--- src/rtl/multi_pulse_generator.sv ---
// Multi-channel edge-to-pulse converter: each channel turns a selected edge on
// its level input into a registered pulse of PULSE_LEN clk cycles.
//
// state  | meaning
// -------+-------------------------------------------------------------
// IDLE   | no pulse in progress; waiting for an enabled qualifying edge
// ACTIVE | pulse high; cnt holds the remaining cycles after this one
module multi_pulse_generator #(
   parameter int CHANNELS    = 4,
   parameter int PULSE_LEN   = 1,
   parameter int SYNC_STAGES = 0,
   parameter int RETRIGGER   = 0
) (
   input  logic                clk,
   input  logic                reset,
   input  logic [CHANNELS-1:0] a,
   input  logic [CHANNELS-1:0] en,
   input  logic [1:0]          mode,
   input  logic                clear,
   output logic [CHANNELS-1:0] pulse,
   output logic                pulse_any,
   output logic [CHANNELS-1:0] overrun
);

   typedef enum logic {IDLE = 1'b0, ACTIVE = 1'b1} state_t;

   localparam logic [7:0] RELOAD = 8'(PULSE_LEN - 1);

   state_t              state     [CHANNELS];
   state_t              state_nxt [CHANNELS];
   logic [7:0]          cnt       [CHANNELS];
   logic [7:0]          cnt_nxt   [CHANNELS];
   logic [CHANNELS-1:0] a_s;
   logic [CHANNELS-1:0] a_prev;
   logic [CHANNELS-1:0] edge_det;
   logic [CHANNELS-1:0] pulse_nxt;
   logic [CHANNELS-1:0] overrun_nxt;

   generate
      if (SYNC_STAGES == 2) begin : g_sync
         logic [CHANNELS-1:0] sync1;
         logic [CHANNELS-1:0] sync2;
         always_ff @(posedge clk or posedge reset) begin
            if (reset) begin
               sync1 <= '0;
               sync2 <= '0;
            end else begin
               sync1 <= a;
               sync2 <= sync1;
            end
         end
         assign a_s = sync2;
      end else begin : g_nosync
         assign a_s = a;
      end
   endgenerate

   always_comb begin
      edge_det = '0;
      case (mode)
         2'b00:   edge_det = a_s & ~a_prev;
         2'b01:   edge_det = ~a_s & a_prev;
         2'b10:   edge_det = a_s ^ a_prev;
         default: edge_det = '0;
      endcase
   end

   // Overrun set takes priority over clear because the set is applied last.
   always_comb begin
      for (int i = 0; i < CHANNELS; i++) begin
         state_nxt[i]   = state[i];
         cnt_nxt[i]     = cnt[i];
         pulse_nxt[i]   = 1'b0;
         overrun_nxt[i] = overrun[i] & ~clear;
         case (state[i])
            IDLE: begin
               if (en[i] && edge_det[i]) begin
                  state_nxt[i] = ACTIVE;
                  cnt_nxt[i]   = RELOAD;
                  pulse_nxt[i] = 1'b1;
               end
            end
            ACTIVE: begin
               if (!en[i]) begin
                  state_nxt[i] = IDLE;
               end else if (edge_det[i] && (RETRIGGER != 0)) begin
                  cnt_nxt[i]   = RELOAD;
                  pulse_nxt[i] = 1'b1;
               end else begin
                  if (edge_det[i])
                     overrun_nxt[i] = 1'b1;
                  if (cnt[i] == 8'd0) begin
                     state_nxt[i] = IDLE;
                  end else begin
                     cnt_nxt[i]   = cnt[i] - 8'd1;
                     pulse_nxt[i] = 1'b1;
                  end
               end
            end
            default: state_nxt[i] = IDLE;
         endcase
      end
   end

   always_ff @(posedge clk or posedge reset) begin
      if (reset) begin
         for (int i = 0; i < CHANNELS; i++) begin
            state[i] <= IDLE;
            cnt[i]   <= 8'd0;
         end
         a_prev    <= '0;
         pulse     <= '0;
         pulse_any <= 1'b0;
         overrun   <= '0;
      end else begin
         for (int i = 0; i < CHANNELS; i++) begin
            state[i] <= state_nxt[i];
            cnt[i]   <= cnt_nxt[i];
         end
         a_prev    <= a_s;
         pulse     <= pulse_nxt;
         pulse_any <= |pulse_nxt;
         overrun   <= overrun_nxt;
      end
   end

endmodule

--- config.mk ---
export PLATFORM = sky130hd
export DESIGN_NAME = multi_pulse_generator
export DESIGN_NICKNAME = d
export VERILOG_FILES = /design/src/rtl/multi_pulse_generator.sv
export SDC_FILE = /design/constraint.sdc
export NUM_CORES = 1
export LEC_CHECK = 0
export CAP_MARGIN = 20
export CORE_ASPECT_RATIO = 1.2
export CORE_MARGIN = 2
export CORE_UTILIZATION = 40
export CTS_BUF_LIST = sky130_fd_sc_hd__clkbuf_8
export CTS_CLUSTER_SIZE = 12
export DETAILED_ROUTE_END_ITERATION = 16
export DONT_BUFFER_PORTS = 1
export PLACE_DENSITY = 0.56
export SYNTH_ARGS = -nofsm -noshare
export SYNTH_HDL_FRONTEND = slang
export SYNTH_SLANG_ARGS = --single-unit
--- constraint.sdc ---
create_clock -name clk -period 3.2 [get_ports clk]
set_clock_uncertainty 0.05 [all_clocks]
set_input_delay 0.64 -clock clk [delete_from_list [all_inputs] [get_ports clk]]
set_output_delay 0.64 -clock clk [all_outputs]
set_load 0.005 [all_outputs]
; ---- Yosys cells after proc, flatten, opt, wreduce, memory -nomap -nowiden
; Cells that the tools add are included.
[op_classes]
addsub = 4
mul = 0
div_mod_pow = 0
magnitude_cmp = 0
eq_ne = 14
shift = 0
mux = 45
bitwise = 14
reduce_logical = 14
[ops]
columns = operator, count
row1 = 2-to-1 mux 8 bit, 12
row2 = one-hot mux 8 bit (2 select lines), 4
row3 = zero test 8 bit, 4
row4 = subtractor 8 x 1 -> 8 bit (second input constant), 4
row5 = 2-to-1 mux 1 bit, 24
row6 = inequality test 2 bit (second input constant), 12
row7 = one-hot mux 4 bit (3 select lines), 1
row8 = AND reduction 3 bit, 4
row9 = bitwise AND 4 bit, 2
row10 = NOT 4 bit, 2
row11 = one-hot mux 1 bit (2 select lines), 4
row12 = NOT 1 bit, 5
row13 = bitwise AND 1 bit, 4
row14 = logical AND 1 bit, 4
row15 = OR reduction 4 bit, 1
row16 = bitwise XOR 4 bit, 1
row17 = equality test 2 x 1 -> 1 bit (second input constant), 1
row18 = equality test 2 bit (second input constant), 1
row19 = zero test 2 bit, 1
[word_totals]
register_bits = 49
latch_bits = 0
mem_bits_rw = 0
mem_bits_ro = 0
out_inout_bits = 9
wordCells = 103
memories = 0

; ---- Longest topological paths before layout
; Gate-level depths: netlist (run 1).
[depth]
word_depth = 7
ltp_mapped = 8
mapped_depth_nobuf = 7

; ---- Worst setup path before layout (run 1)
; OpenSTA, ideal clock, no wires.
[synth_path]
path_kind = in2reg
start = input port a[1]
end = register pulse_any
setup_ns = 0.139
arrival_ns = 2.029
setup_slack_ns = 0.983
path_stages = 7
n_path_buf = 1
path_cell_list = inv_1 > ha_1 > or2b_1 > a21oi_1 > o311a_1 > buf_6 > or4_4
[synth_via]
elab_chain_len = 7
elab_cells_between_ends = 9
classes_between = mux (3) / bitwise (4) / reduce/logical (2)
[synth_lines]
columns = element, line_no
row1 = "start, declared", 16  ; input logic [CHANNELS-1:0] a,
row2 = NOT 4 bit, 62  ; 2'b01: edge_det = ~a_s & a_prev;
row3 = bitwise AND 4 bit, 62
row4 = one-hot mux 4 bit (3 select lines) *, 60  ; case (mode)
row5 = logical AND 1 bit *, 77  ; if (en[i] && edge_det[i]) begin
row6 = 2-to-1 mux 1 bit *, 77
row7 = one-hot mux 1 bit (2 select lines) *, 75  ; case (state[i])
row8 = net pulse_nxt[1], 36  ; logic [CHANNELS-1:0] pulse_nxt;
row9 = OR reduction 4 bit *, 122  ; pulse_any <= |pulse_nxt;
row10 = "end signal, assigned", 122
row11 = "end, declared", 21  ; output logic pulse_any,
; Mark *: on every way through the listed nets, which the timed path passes. The rest lies on a longest branch.
; A chain may end at the register's enable or synchronous reset.

; ---- Worst setup path in the final report (run 1)
[layout_path]
start = register cnt[24] (netlist name)
end = register pulse_any
[layout_via]
elab_chain_len = 5
[layout_lines]
columns = element, line_no
row1 = "start, declared", 31  ; logic [7:0] cnt [CHANNELS];
row2 = "start signal, assigned by index", 118  ; cnt[i] <= cnt_nxt[i];
row3 = zero test 8 bit, 92  ; if (cnt[i] == 8'd0) begin
row4 = 2-to-1 mux 1 bit, 92
row5 = 2-to-1 mux 1 bit, 84  ; if (!en[i]) begin
row6 = one-hot mux 1 bit (2 select lines), 75
row7 = net pulse_nxt[0], 36
row8 = OR reduction 4 bit, 122
; The timed path passes the listed nets, and every way through them passes these cells.

==> qor_table.md, run 1 <==
| Metric | This run | Unit |
|---|---|---|
| Setup-violating endpoint count in the final report | 0 | - |
| Buffer cell driving the clock tree root | clkbuf_8 | - |
| Synthesized netlist cell count | 252 | - |
| Leakage power figure | 1.24 | nW |
| Number of cells on the worst reg-to-reg path | 7 | - |
| Share of synthesized area occupied by flip-flops and latches | 0.446 | - |
| Non-filler instance count after layout | 338 | - |
| Clock tree from TritonCTS | yes | - |
| Aggregate global-route resource usage | 0.154 | - |
| Antenna diode instance count | 0 | - |
| Instance area after placement | 0.00260 | mm^2 |
| Detailed Route Iter0 Violations | 101 | - |
| Post-synthesis area per instance | 10.0 | um^2 |
| DP Wirelength | 3610 | um |
| Resize count post-CTS | 0 | - |
| PwrDens | 800 | mW/mm^2 |
| Proportion of layout cells with a drive suffix above 1 | 0.0820 | - |
| Pre-CTS setup slack | 873 | ps |
| Overall overflow remaining after global route | 0 | - |
| Average wire per cell in the routed design | 15.0 | um |
| Final count of pins violating max slew | 0 | - |
| Cell-by-cell listing of the critical path | inv_1, ha_1, nor4b_4, a21o_4, and3_1, inv_2, or4_4 | - |
| Crit path max fanout | 8 | - |
| Clock-pin slew of the registers on the worst-case setup and hold paths | 80 | ps |
| Maximum number of pins on one net before global-route repair | 46 | - |
| Startpoint Class | flop | - |
| Arrival time of the worst setup path | 2350 | ps |
| Syn Std Cell Area | 0.00252 | mm^2 |
| Post-CTS Hold Buffers | 0 | - |
| Ratio of final minimum period to clock period | 0.698 | - |
| R2r setup slk | 970 | ps |
| Number of buffers added by the clock tree synthesis step | 5 | - |
| Achievable clock frequency | 448 | MHz |
| Number of distinct standard cells referenced by the synthesized netlist | 58 | - |
| Net count reported at finish | 285 | - |
| Die X | 76.5 | um |
| Area of the core | 0.00605 | mm^2 |
| Number of maximum-capacitance constraint violations | 0 | - |
| Vias in the first global route | 1821 | - |
| Run status | finished clean | - |
| # H-tree levels | 2 | - |
| Normalized max-slew margin | 0.596 | - |
| Setup TNS | 0 | ps |
| Total of flip-flops plus latches after synthesis | 45 | - |
| Worst path slowest cell | or4_4 | - |
| Post-route standard cell area excluding fillers | 0.00270 | mm^2 |
| RSZ-0062 raised after global routing | no | - |
| Hold Vio Cnt, Final | 0 | - |
| Launch instance of the worst register-to-register path | cnt[24] | - |
| Crit path time final | 2230 | ps |
| Synthesis-to-finish area growth | 7.14 | % |
| Fillers | 617 | - |
| Initial antenna violation count | 0 | - |
| Top cell type by total area after synthesis | dfrtp_1 | - |
| CTS Buffer Depth | 2 | - |
| Final weighted congestion in routability-driven placement | 0.751 | - |
| Pre-Repair DR Iteration Count | 4 | - |
| Final Util | 0.447 | - |
| Synthesized Nets | 281 | - |
| Proportion of netlist area held by the largest area contributor | 0.446 | - |
| Cell Rows | 31 | - |
| Worst setup path class | reg -> reg | - |
| Buffers plus inverters on the worst setup path | 2 | - |
| Postcts setup bufs | 0 | - |
| Number of vias in the routed layout | 1855 | - |
| Worst-margin pin slew | 603 | ps |
| Critical path data required time | 3310 | ps |
| Least setup slack across all paths after layout | 966 | ps |
| Y dimension of the die | 91.0 | um |
| Sum of routed wire length over all layers | 5070 | um |
| Total clock sinks | 45 | - |
| Delay of the slowest cell on the worst path | 480 | ps |
| Dpl cells | 330 | - |
| Yosys warnings | 0 | - |
| Input/output buffers | 0 | - |
| Remaining DRCs | 0 | - |
| Clock Latency Late Sink | 290 | ps |
| Effective utilization at floorplan | 0.417 | - |
| Number of flops mapped to enable cells by yosys | 0 | - |
| Die ar. | 0.00696 | mm^2 |
| Maximum vdd drop | 0.305 | mV |
| Reg2reg end | pulse_any | - |
| Top_reg_cell synth | dfrtp_1 | - |
| Global-route wire length before repair | 8650 | um |
| CP endpoint kind | flop | - |
| Leading cell types by total area after synthesis | dfrtp_1 (45%), ha_1 (7.9%), inv_1 (4.5%) | - |
| Vias/cell | 5.49 | - |
| Top-level I/O count | 22 | - |
| Proportion of register bits with asynchronous set or reset after synthesis | 1.00 | - |
| Worst path top cell family by delay | simple AND/OR/NAND/NOR gates | - |
| HP Class | in -> async | - |
| Post-route antenna net violation count | 0 | - |
| Worst hold slack | 38.2 | ps |
| Total power of the final layout | 2.16 | mW |
-- per-layer routing --
| metal | vias up | wire (um) | track usage |
|---|---|---|---|
| met1 | 912 | 2290 | 0.196 |
| li1 | 916 | - | - |
| met4 | 0 | 53 | 0.0545 |
| met3 | 4 | 185 | 0.0249 |
| met2 | 23 | 2540 | 0.263 |
| met5 | - | 0 | 0 |
-- cell type report --
type | count | area, um^2 | area share
multi-input combinational | 171 | 1250 | 0.462
clock buffer | 6 | 82.6 | 0.0306
tap | 82 | 103 | 0.0380
clock inverter | 1 | 3.75 | 0.00139
inverter | 32 | 120 | 0.0444
timing repair buffer | 1 | 20.0 | 0.00741
sequential | 45 | 1130 | 0.417
-- synth_stat cells (2+ instances only) --
library cell and number:
buf_2 2, mux2i_1 5, or4_1 3, nand3_1 2, a21oi_1 13, o21ai_0 11
dfrtp_1 45, a31oi_1 11, ha_1 16, a221o_1 2, or3_1 4, a21o_1 4
nand2_1 15, o31ai_1 2, nor3_2 2, nor3_1 8, a211o_1 3, nor2_1 9
o22ai_1 8, nor3b_1 3, inv_1 30, o311ai_0 2, nand4_1 2, and3_1 3
nand4b_1 3, inv_2 2, a22o_1 2, and2_1 2, nand2b_1 7, nor4b_1 2
or2b_1 2
-- where the power goes --
group | switching (mW) | internal [mW]
Sequential | 0.236 | 0.754
Combinational | 0.421 | 0.398
Clock | 0.184 | 0.168
-- how the worst max path moves through the flow --
stage	to	start	cells after the start
floorplan	pulse_any	a[1]	7
global placement	pulse_any	a[3]	5
global route	pulse_any	cnt[24]	7
detailed placement	pulse_any	a[3]	5
finish	pulse_any	cnt[24]	7
CTS	pulse_any	cnt[24]	7
-- state kept, by name (all words and copies together) (netlist names) --
register   cells
cnt           32
a_prev         4
overrun        4
pulse          4
pulse_any      1
-- worst reg2reg max path: stages, from the launching register on --
cell,delay (ps)
dfrtp_1,420
inv_1,100
ha_1,150
nor4b_4,260
a21o_4,220
and3_1,330
inv_2,110
or4_4,480
-- logic make-up (layout without fill, tap and decap cells) --
group	Yosys count	count (layout)	synth area share
buffers and inverters	36	40	0.0590
adder cells (fa/ha/maj)	16	16	0.0794
AND/OR/NAND/NOR	80	80	0.208
XOR/XNOR	1	1	0.00347
AO/OA/AOI/OAI	69	69	0.184
multiplexers	5	5	0.0198
flip-flops	45	45	0.446
-- placed cells by master (no fill, tap or decap), types with 4 or more instances in the layout --
master    instances
clkbuf_8          6
inv_1            30
a31oi_1          11
nand2b_1          7
nor3_1            8
a21o_1            4
ha_1             16
nor2_1            9
a21oi_1          13
or3_1             4
o22ai_1           8
mux2i_1           5
o21ai_0          11
dfrtp_1          45
nand2_1          15
Note: power is estimated with default switching activity, not from simulation.
==> run 2: changes to the inputs <==
==> constraint.sdc (replaced) <==
create_clock -name clk -period 2.1 [get_ports clk]
set_clock_uncertainty 0.05 [all_clocks]
set_input_delay 0.42 -clock clk [delete_from_list [all_inputs] [get_ports clk]]
set_output_delay 0.42 -clock clk [all_outputs]
set_load 0.005 [all_outputs]
==> run 2 against run 1 <==
  * Sequential share of layout area shrank 0.79 points
  * Sequential power grew 51%
  * Largest power group unchanged
  * Worst hold slack improved by 53 ps
  * Critical path type unchanged
  * Via count up 1.2%
  * Critical endpoint unchanged
  * Register-to-register slack worse by 860 ps
  * Combinational power up 61%
  * Core utilization grew 0.87 points
  * Maximum frequency increased by 12%
  * Routed wire length rose by 0.37%
  * Count of clock-buffer cells in the layout is 1 lower
==> qor_table.md, run 2 (same netlist as run 1, synthesis figures left out) <==
| Metric | This run | Unit | Change |
|---|---|---|---|
| Run status | finished clean | - |  |
| Pre-Repair DR Iteration Count | 4 | - | unchanged |
| Register area | 0.00113 | mm^2 | unchanged |
| Synthesis-to-finish area growth | 9.23 | % |  |
| Area of the core | 0.00605 | mm^2 | unchanged |
| DP Wirelength | 3690 | um | +2.1% |
| Arrival time of the worst setup path | 2120 | ps | -230 ps |
| Total clock sinks | 45 | - | unchanged |
| Cell Rows | 31 | - | unchanged |
| Worst path top cell family by delay | simple AND/OR/NAND/NOR gates | - |  |
| First element of the critical path | cnt[9] | - |  |
| Vias in the first global route | 1908 | - | +4.8% |
| Die ar. | 0.00696 | mm^2 | unchanged |
| Worst setup path class | reg -> reg | - |  |
| Most frequent standard cell in the layout excluding fill and tap cells | dfrtp_1 | - |  |
| Setup TNS | 0 | ps | unchanged |
| Number of vias in the routed layout | 1877 | - | +1.2% |
| Clock-pin slew of the registers on the worst-case setup and hold paths | 90 | ps | about the same |
| Number of buffers added by the clock tree synthesis step | 5 | - | unchanged |
| Number of maximum-capacitance constraint violations | 0 | - | unchanged |
| Input/output buffers | 0 | - | unchanged |
| Buffers plus inverters on the worst setup path | 2 | - | unchanged |
| Crit path time final | 1990 | ps | -242 ps |
| Proportion of layout cells with a drive suffix above 1 | 0.113 | - | +0.0308 |
| Overall overflow remaining after global route | 0 | - | unchanged |
| Sum of routed wire length over all layers | 5090 | um | +0.37% |
| Startpoint Class | flop | - |  |
| HP Class | in -> reg | - |  |
| Die X | 76.5 | um | unchanged |
| Remaining DRCs | 0 | - | unchanged |
| Total power of the final layout | 3.34 | mW | +54% |
| Buffer cell driving the clock tree root | clkbuf_8 | - |  |
| Launch instance of the worst register-to-register path | cnt[9] | - |  |
| Antenna diode instance count | 0 | - | unchanged |
| Net count reported at finish | 294 | - | +3.2% |
| Maximum vdd drop | 0.566 | mV | +85% |
| Startpoint of the most critical hold path | a[2] | - |  |
| Detailed Route Iter0 Violations | 91 | - | -9.9% |
| Normalized max-slew margin | 0.589 | - | -0.00692 |
| Vias/cell | 5.39 | - | -1.7% |
| Hold Vio Cnt, Final | 0 | - | unchanged |
| Setup-violating endpoint count in the final report | 0 | - | unchanged |
| Crit path max fanout | 7 | - | -1 |
| Footprint of the multi-input gates | 0.00125 | mm^2 | unchanged |
| Worst-margin pin slew | 614 | ps | +10.3 ps |
| CTS Buffer Depth | 2 | - | unchanged |
| Final count of pins violating max slew | 0 | - | unchanged |
| CP endpoint kind | flop | - |  |
| Maximum number of pins on one net before global-route repair | 46 | - | unchanged |
| PwrDens | 1210 | mW/mm^2 | +51% |
| Effective utilization at floorplan | 0.417 | - | unchanged |
| Critical path data required time | 2230 | ps | -1080 ps |
| Post-route antenna net violation count | 0 | - | unchanged |
| Aggregate global-route resource usage | 0.156 | - | +0.00245 |
| Clock tree from TritonCTS | yes | - |  |
| Postcts setup bufs | 0 | - | unchanged |
| Post-CTS Hold Buffers | 0 | - | unchanged |
| Clock Latency Late Sink | 300 | ps | about the same |
| Worst path slowest cell | or4_4 | - |  |
| Leakage power figure | 1.28 | nW | +2.9% |
| Final Util | 0.455 | - | +0.00868 |
| Y dimension of the die | 91.0 | um | unchanged |
| Achievable clock frequency | 502 | MHz | +12% |
| Ratio of final minimum period to clock period | 0.949 | - | +0.250 |
| Resize count post-CTS | 0 | - | unchanged |
| Global-route wire length before repair | 8760 | um | +1.2% |
| Instance count on the critical path | 7 | - | unchanged |
| Largest register by flop count | cnt | - |  |
| RSZ-0062 raised after global routing | no | - |  |
| Highest-count cells in the layout ignoring fill and taps | dfrtp_1 (45), inv_1 (31), ha_1 (16), nand2_1 (15), a21oi_1 (13) | - |  |
| Final weighted congestion in routability-driven placement | 0.735 | - | -2.0% |
| Cell-by-cell listing of the critical path | inv_1, ha_1, nor4b_2, a21o_1, and3_4, inv_2, or4_4 | - |  |
| Cell depth of the worst min-delay path | 0 | - |  |
| Max reg flops | 32 | - | unchanged |
| # H-tree levels | 2 | - | unchanged |
| Top-level I/O count | 22 | - | unchanged |
| Delay of the slowest cell on the worst path | 500 | ps | +20 ps |
| Fillers | 608 | - | -1.5% |
| Initial antenna violation count | 0 | - | unchanged |
| Average wire per cell in the routed design | 14.6 | um | -2.5% |
| Number of cells on the worst reg-to-reg path | 7 | - | unchanged |
[run 2: cell types whose count changed in the layout (fill, tap and decap cells not counted), sizes merged]
| cell | change |
|---|---|
| buf | +9 |
| clkinvlp | +1 |
| inv | +1 |
| clkbuf | -1 |
[run 2: cell type report]
| type | count | area share |
|---|---|---|
| well taps | 82 | 0.0372 |
| clock inverters | 3 | 0.00545 |
| clock buffers | 5 | 0.0250 |
| inverters | 32 | 0.0436 |
| flip-flops and latches | 45 | 0.409 |
| repair buffers | 10 | 0.0272 |
| multi-input cells | 171 | 0.453 |
[run 2: worst reg2reg max path: stages (launching register included)]
cell and delay [ps]:
dfrtp_1 400, inv_1 100, ha_1 150, nor4b_2 220, a21o_1 170, and3_4 200
inv_2 80, or4_4 500
[run 2: per-stage QoR]
step	hold WS [ps]	worst slack, ps	instance area, um^2	std cells
finish	91.2	108	2760	348
global route	71.2	18.5	2760	348
CTS	78.3	96.0	2760	348
detailed placement	402	89.8	2670	340
global placement	402	85.4	2670	340
floorplan	393	103	2520	252
[run 2: worst paths after layout]
check                        endpoint  slack [ps]
setup / recovery            pulse_any         110
hold / removal              a_prev[2]          90
setup reg to reg            pulse_any         110
hold reg to reg                cnt[6]         450
max in group asynchronous  overrun[1]        1480
min in group asynchronous      cnt[3]         100
[run 2: metal layers]
metal / vias to the layer above / GRT usage / wire length [um] / part of all wire
met1: 902 / 0.184 / 2260 / 0.44
met2: 25 / 0.270 / 2500 / 0.49
met3: 10 / 0.0408 / 231 / 0.045
met5: - / 0 / 0 / 0
li1: 940 / - / - / -
met4: 0 / 0.0621 / 96 / 0.019
[run 2: power by group]
group	switching [mW]	total [mW]	internal, mW
Sequential	0.347	1.50	1.15
Combinational	0.665	1.32	0.656
Clock	0.293	0.519	0.226
Total	1.30	3.34	2.03
==> run 3: changes to the inputs <==
--- a/config.mk
+++ b/config.mk
@@ -5,8 +5,7 @@
 export SDC_FILE = /design/constraint.sdc
 export NUM_CORES = 1
 export LEC_CHECK = 0
-export CAP_MARGIN = 20
-export CORE_ASPECT_RATIO = 1.2
+export CORE_ASPECT_RATIO = 1.1
 export CORE_MARGIN = 2
 export CORE_UTILIZATION = 40
 export CTS_BUF_LIST = sky130_fd_sc_hd__clkbuf_8
==> run 3 against run 2 <==
  * Routed wire length grew 2.6%
  * Die area is essentially flat
  * Final cell count is the same
  * Core utilization grew 0.38 points
  * Design area grew 2.0%
  * Critical path type unchanged
  * Critical path depth shrank 1
  * Total power grew 6.2%
  * Global-route usage grew 1.2 points
==> qor_table.md, run 3 (same netlist as run 1, synthesis figures left out) <==
| Metric | This run | Unit | Change |
|---|---|---|---|
| Clock-pin slew of the registers on the worst-case setup and hold paths | 90 | ps | about the same |
| Critical Path Sink | cnt[30] | - |  |
| Max reg flops | 32 | - | unchanged |
| Vias/cell | 5.50 | - | +2.0% |
| Worst-margin pin slew | 673 | ps | +59.9 ps |
| Crit path max fanout | 4 | - | -3 |
| CTS Buffer Depth | 2 | - | unchanged |
| Number of maximum-capacitance constraint violations | 0 | - | unchanged |
| Peak-usage layer in the global routing report | met2 | - |  |
| Overall overflow remaining after global route | 0 | - | unchanged |
| Sum of routed wire length over all layers | 5220 | um | +2.6% |
| DP Wirelength | 3840 | um | +4.1% |
| Number of buffers added by the clock tree synthesis step | 5 | - | unchanged |
| Final weighted congestion in routability-driven placement | 0.868 | - | +18% |
| Most frequent standard cell in the layout excluding fill and tap cells | dfrtp_1 | - |  |
| PwrDens | 1260 | mW/mm^2 | +4.1% |
| Net count reported at finish | 296 | - | +0.68% |
| Met3 Resource Use GR | 0.0477 | - | +0.00696 |
| Run status | finished clean | - |  |
| Arrival time of the worst setup path | 2190 | ps | +70 ps |
| Reg2reg end | cnt[30] | - |  |
| HP Class | in -> async | - |  |
| Effective utilization at floorplan | 0.412 | - | -0.00460 |
| Top-level I/O count | 22 | - | unchanged |
| Number of cells on the worst reg-to-reg path | 6 | - | -1 |
| R2r setup slk | 100 | ps | about the same |
| Highest-count cells in the layout ignoring fill and taps | dfrtp_1 (45), inv_1 (29), ha_1 (16), nand2_1 (15), a21oi_1 (13) | - |  |
| Normalized max-slew margin | 0.550 | - | -0.0386 |
| Ratio of final minimum period to clock period | 0.953 | - | +0.00410 |
| Clock tree from TritonCTS | yes | - |  |
| Average wire per cell in the routed design | 15.0 | um | +2.6% |
| # H-tree levels | 2 | - | unchanged |
| Cell Rows | 30 | - | -3.2% |
| Leakage power figure | 1.31 | nW | +2.5% |
| Post-CTS Hold Buffers | 0 | - | unchanged |
| Die ar. | 0.00696 | mm^2 | about the same |
| Maximum number of pins on one net before global-route repair | 34 | - | -26% |
| CP endpoint kind | flop | - |  |
| Y dimension of the die | 87.3 | um | -4.1% |
| Achievable clock frequency | 500 | MHz | -0.43% |
| GRT met1 Usage | 0.218 | - | +0.0342 |
| Critical path data required time | 2290 | ps | +60 ps |
| Clock Latency Late Sink | 300 | ps | about the same |
| Proportion of layout cells with a drive suffix above 1 | 0.127 | - | +0.0141 |
| Startpoint Class | flop | - |  |
| Vias in the first global route | 1930 | - | +1.2% |
| Launch instance of the worst register-to-register path | cnt[24] | - |  |
| Input/output buffers | 0 | - | unchanged |
| Die X | 79.7 | um | +4.2% |
| Detailed Route Iter0 Violations | 76 | - | -16% |
| Largest register by flop count | cnt | - |  |
| Post-route antenna net violation count | 0 | - | unchanged |
| Final count of pins violating max slew | 0 | - | unchanged |
| Antenna diode instance count | 0 | - | unchanged |
| Worst setup path class | reg -> reg | - |  |
| Hold Vio Cnt, Final | 0 | - | unchanged |
| Number of vias in the routed layout | 1914 | - | +2.0% |
| Total clock sinks | 45 | - | unchanged |
| Area of the core | 0.00612 | mm^2 | +1.1% |
| Crit path time final | 2000 | ps | +8.61 ps |
| Resize count post-CTS | 0 | - | unchanged |
| First element of the critical path | cnt[24] | - |  |
| Synthesis-to-finish area growth | 11.4 | % |  |
| Remaining DRCs | 0 | - | unchanged |
| Pre-Repair DR Iteration Count | 4 | - | unchanged |
| Buffer cell driving the clock tree root | clkbuf_8 | - |  |
| Aggregate global-route resource usage | 0.168 | - | +0.0124 |
| Setup TNS | 0 | ps | unchanged |
| Setup-violating endpoint count in the final report | 0 | - | unchanged |
| RSZ-0062 raised after global routing | no | - |  |
| Maximum vdd drop | 0.652 | mV | +15% |
| Postcts setup bufs | 0 | - | unchanged |
| Total power of the final layout | 3.54 | mW | +6.2% |
| Initial antenna violation count | 0 | - | unchanged |
| Global-route wire length before repair | 9240 | um | +5.5% |
| Met2 usage | 0.272 | - | +0.00205 |
==> run 3: changes by cell type in the layout (fill, tap and decap cells not counted), sizes merged <==
cell	change
bufinv	+1
clkinvlp	-1
buf	+2
inv	-1
clkbuf	+1
==> run 3: layer usage <==
metal,up-vias,wire (um),share of wire
met1,931,2350,0.45
met2,32,2510,0.48
met3,6,283,0.054
li1,945,-,-
met5,-,0,0
met4,0,71,0.014
==> run 3: worst min-delay path by stage <==
stage                       endpoint    from  slack (ps)  cells after the start
after detailed placement  overrun[3]   reset         400                      1
after global routing       a_prev[1]    a[1]          70                      0
after CTS                     cnt[5]   reset          60                      1
final                     overrun[3]   reset          50                      1
after floorplan               cnt[6]  cnt[6]         390                      1
after global placement    overrun[3]   reset         400                      1
==> run 3: stage by stage <==
step                      instance area (um^2)  utilization  instances  hold slack [ps]  setup WS (ps)
after floorplan                           2520            -        252              393            103
after global routing                      2810        0.459        348             67.1           3.52
after global placement                    2680        0.439        340              402           82.1
after CTS                                 2800        0.458        348             63.2           98.4
final                                     2810        0.459        348             46.6           99.2
after detailed placement                  2680        0.439        340              400           79.2
==> run 3: cell type report <==
type	instances	area (um^2)
well taps	80	100
clock buffers	6	82.6
clock inverters	2	33.8
multi-input cells	171	1260
repair buffers	12	90.1
inverters	32	120
flip-flops and latches	45	1130
fillers	585	3310
==> run 3: worst max-delay path, cell delays in order, from the launching register on <==
cell     delay (ps)
dfrtp_1         420
inv_1           100
ha_1            190
or3b_1          410
or4_1           420
a211o_1         280
nand3_1          70
==> run 3: report_power, final <==
part,total (mW),internal (mW),switching [mW]
Clock,0.684,0.384,0.301
Sequential,1.50,1.15,0.355
Combinational,1.35,0.682,0.672
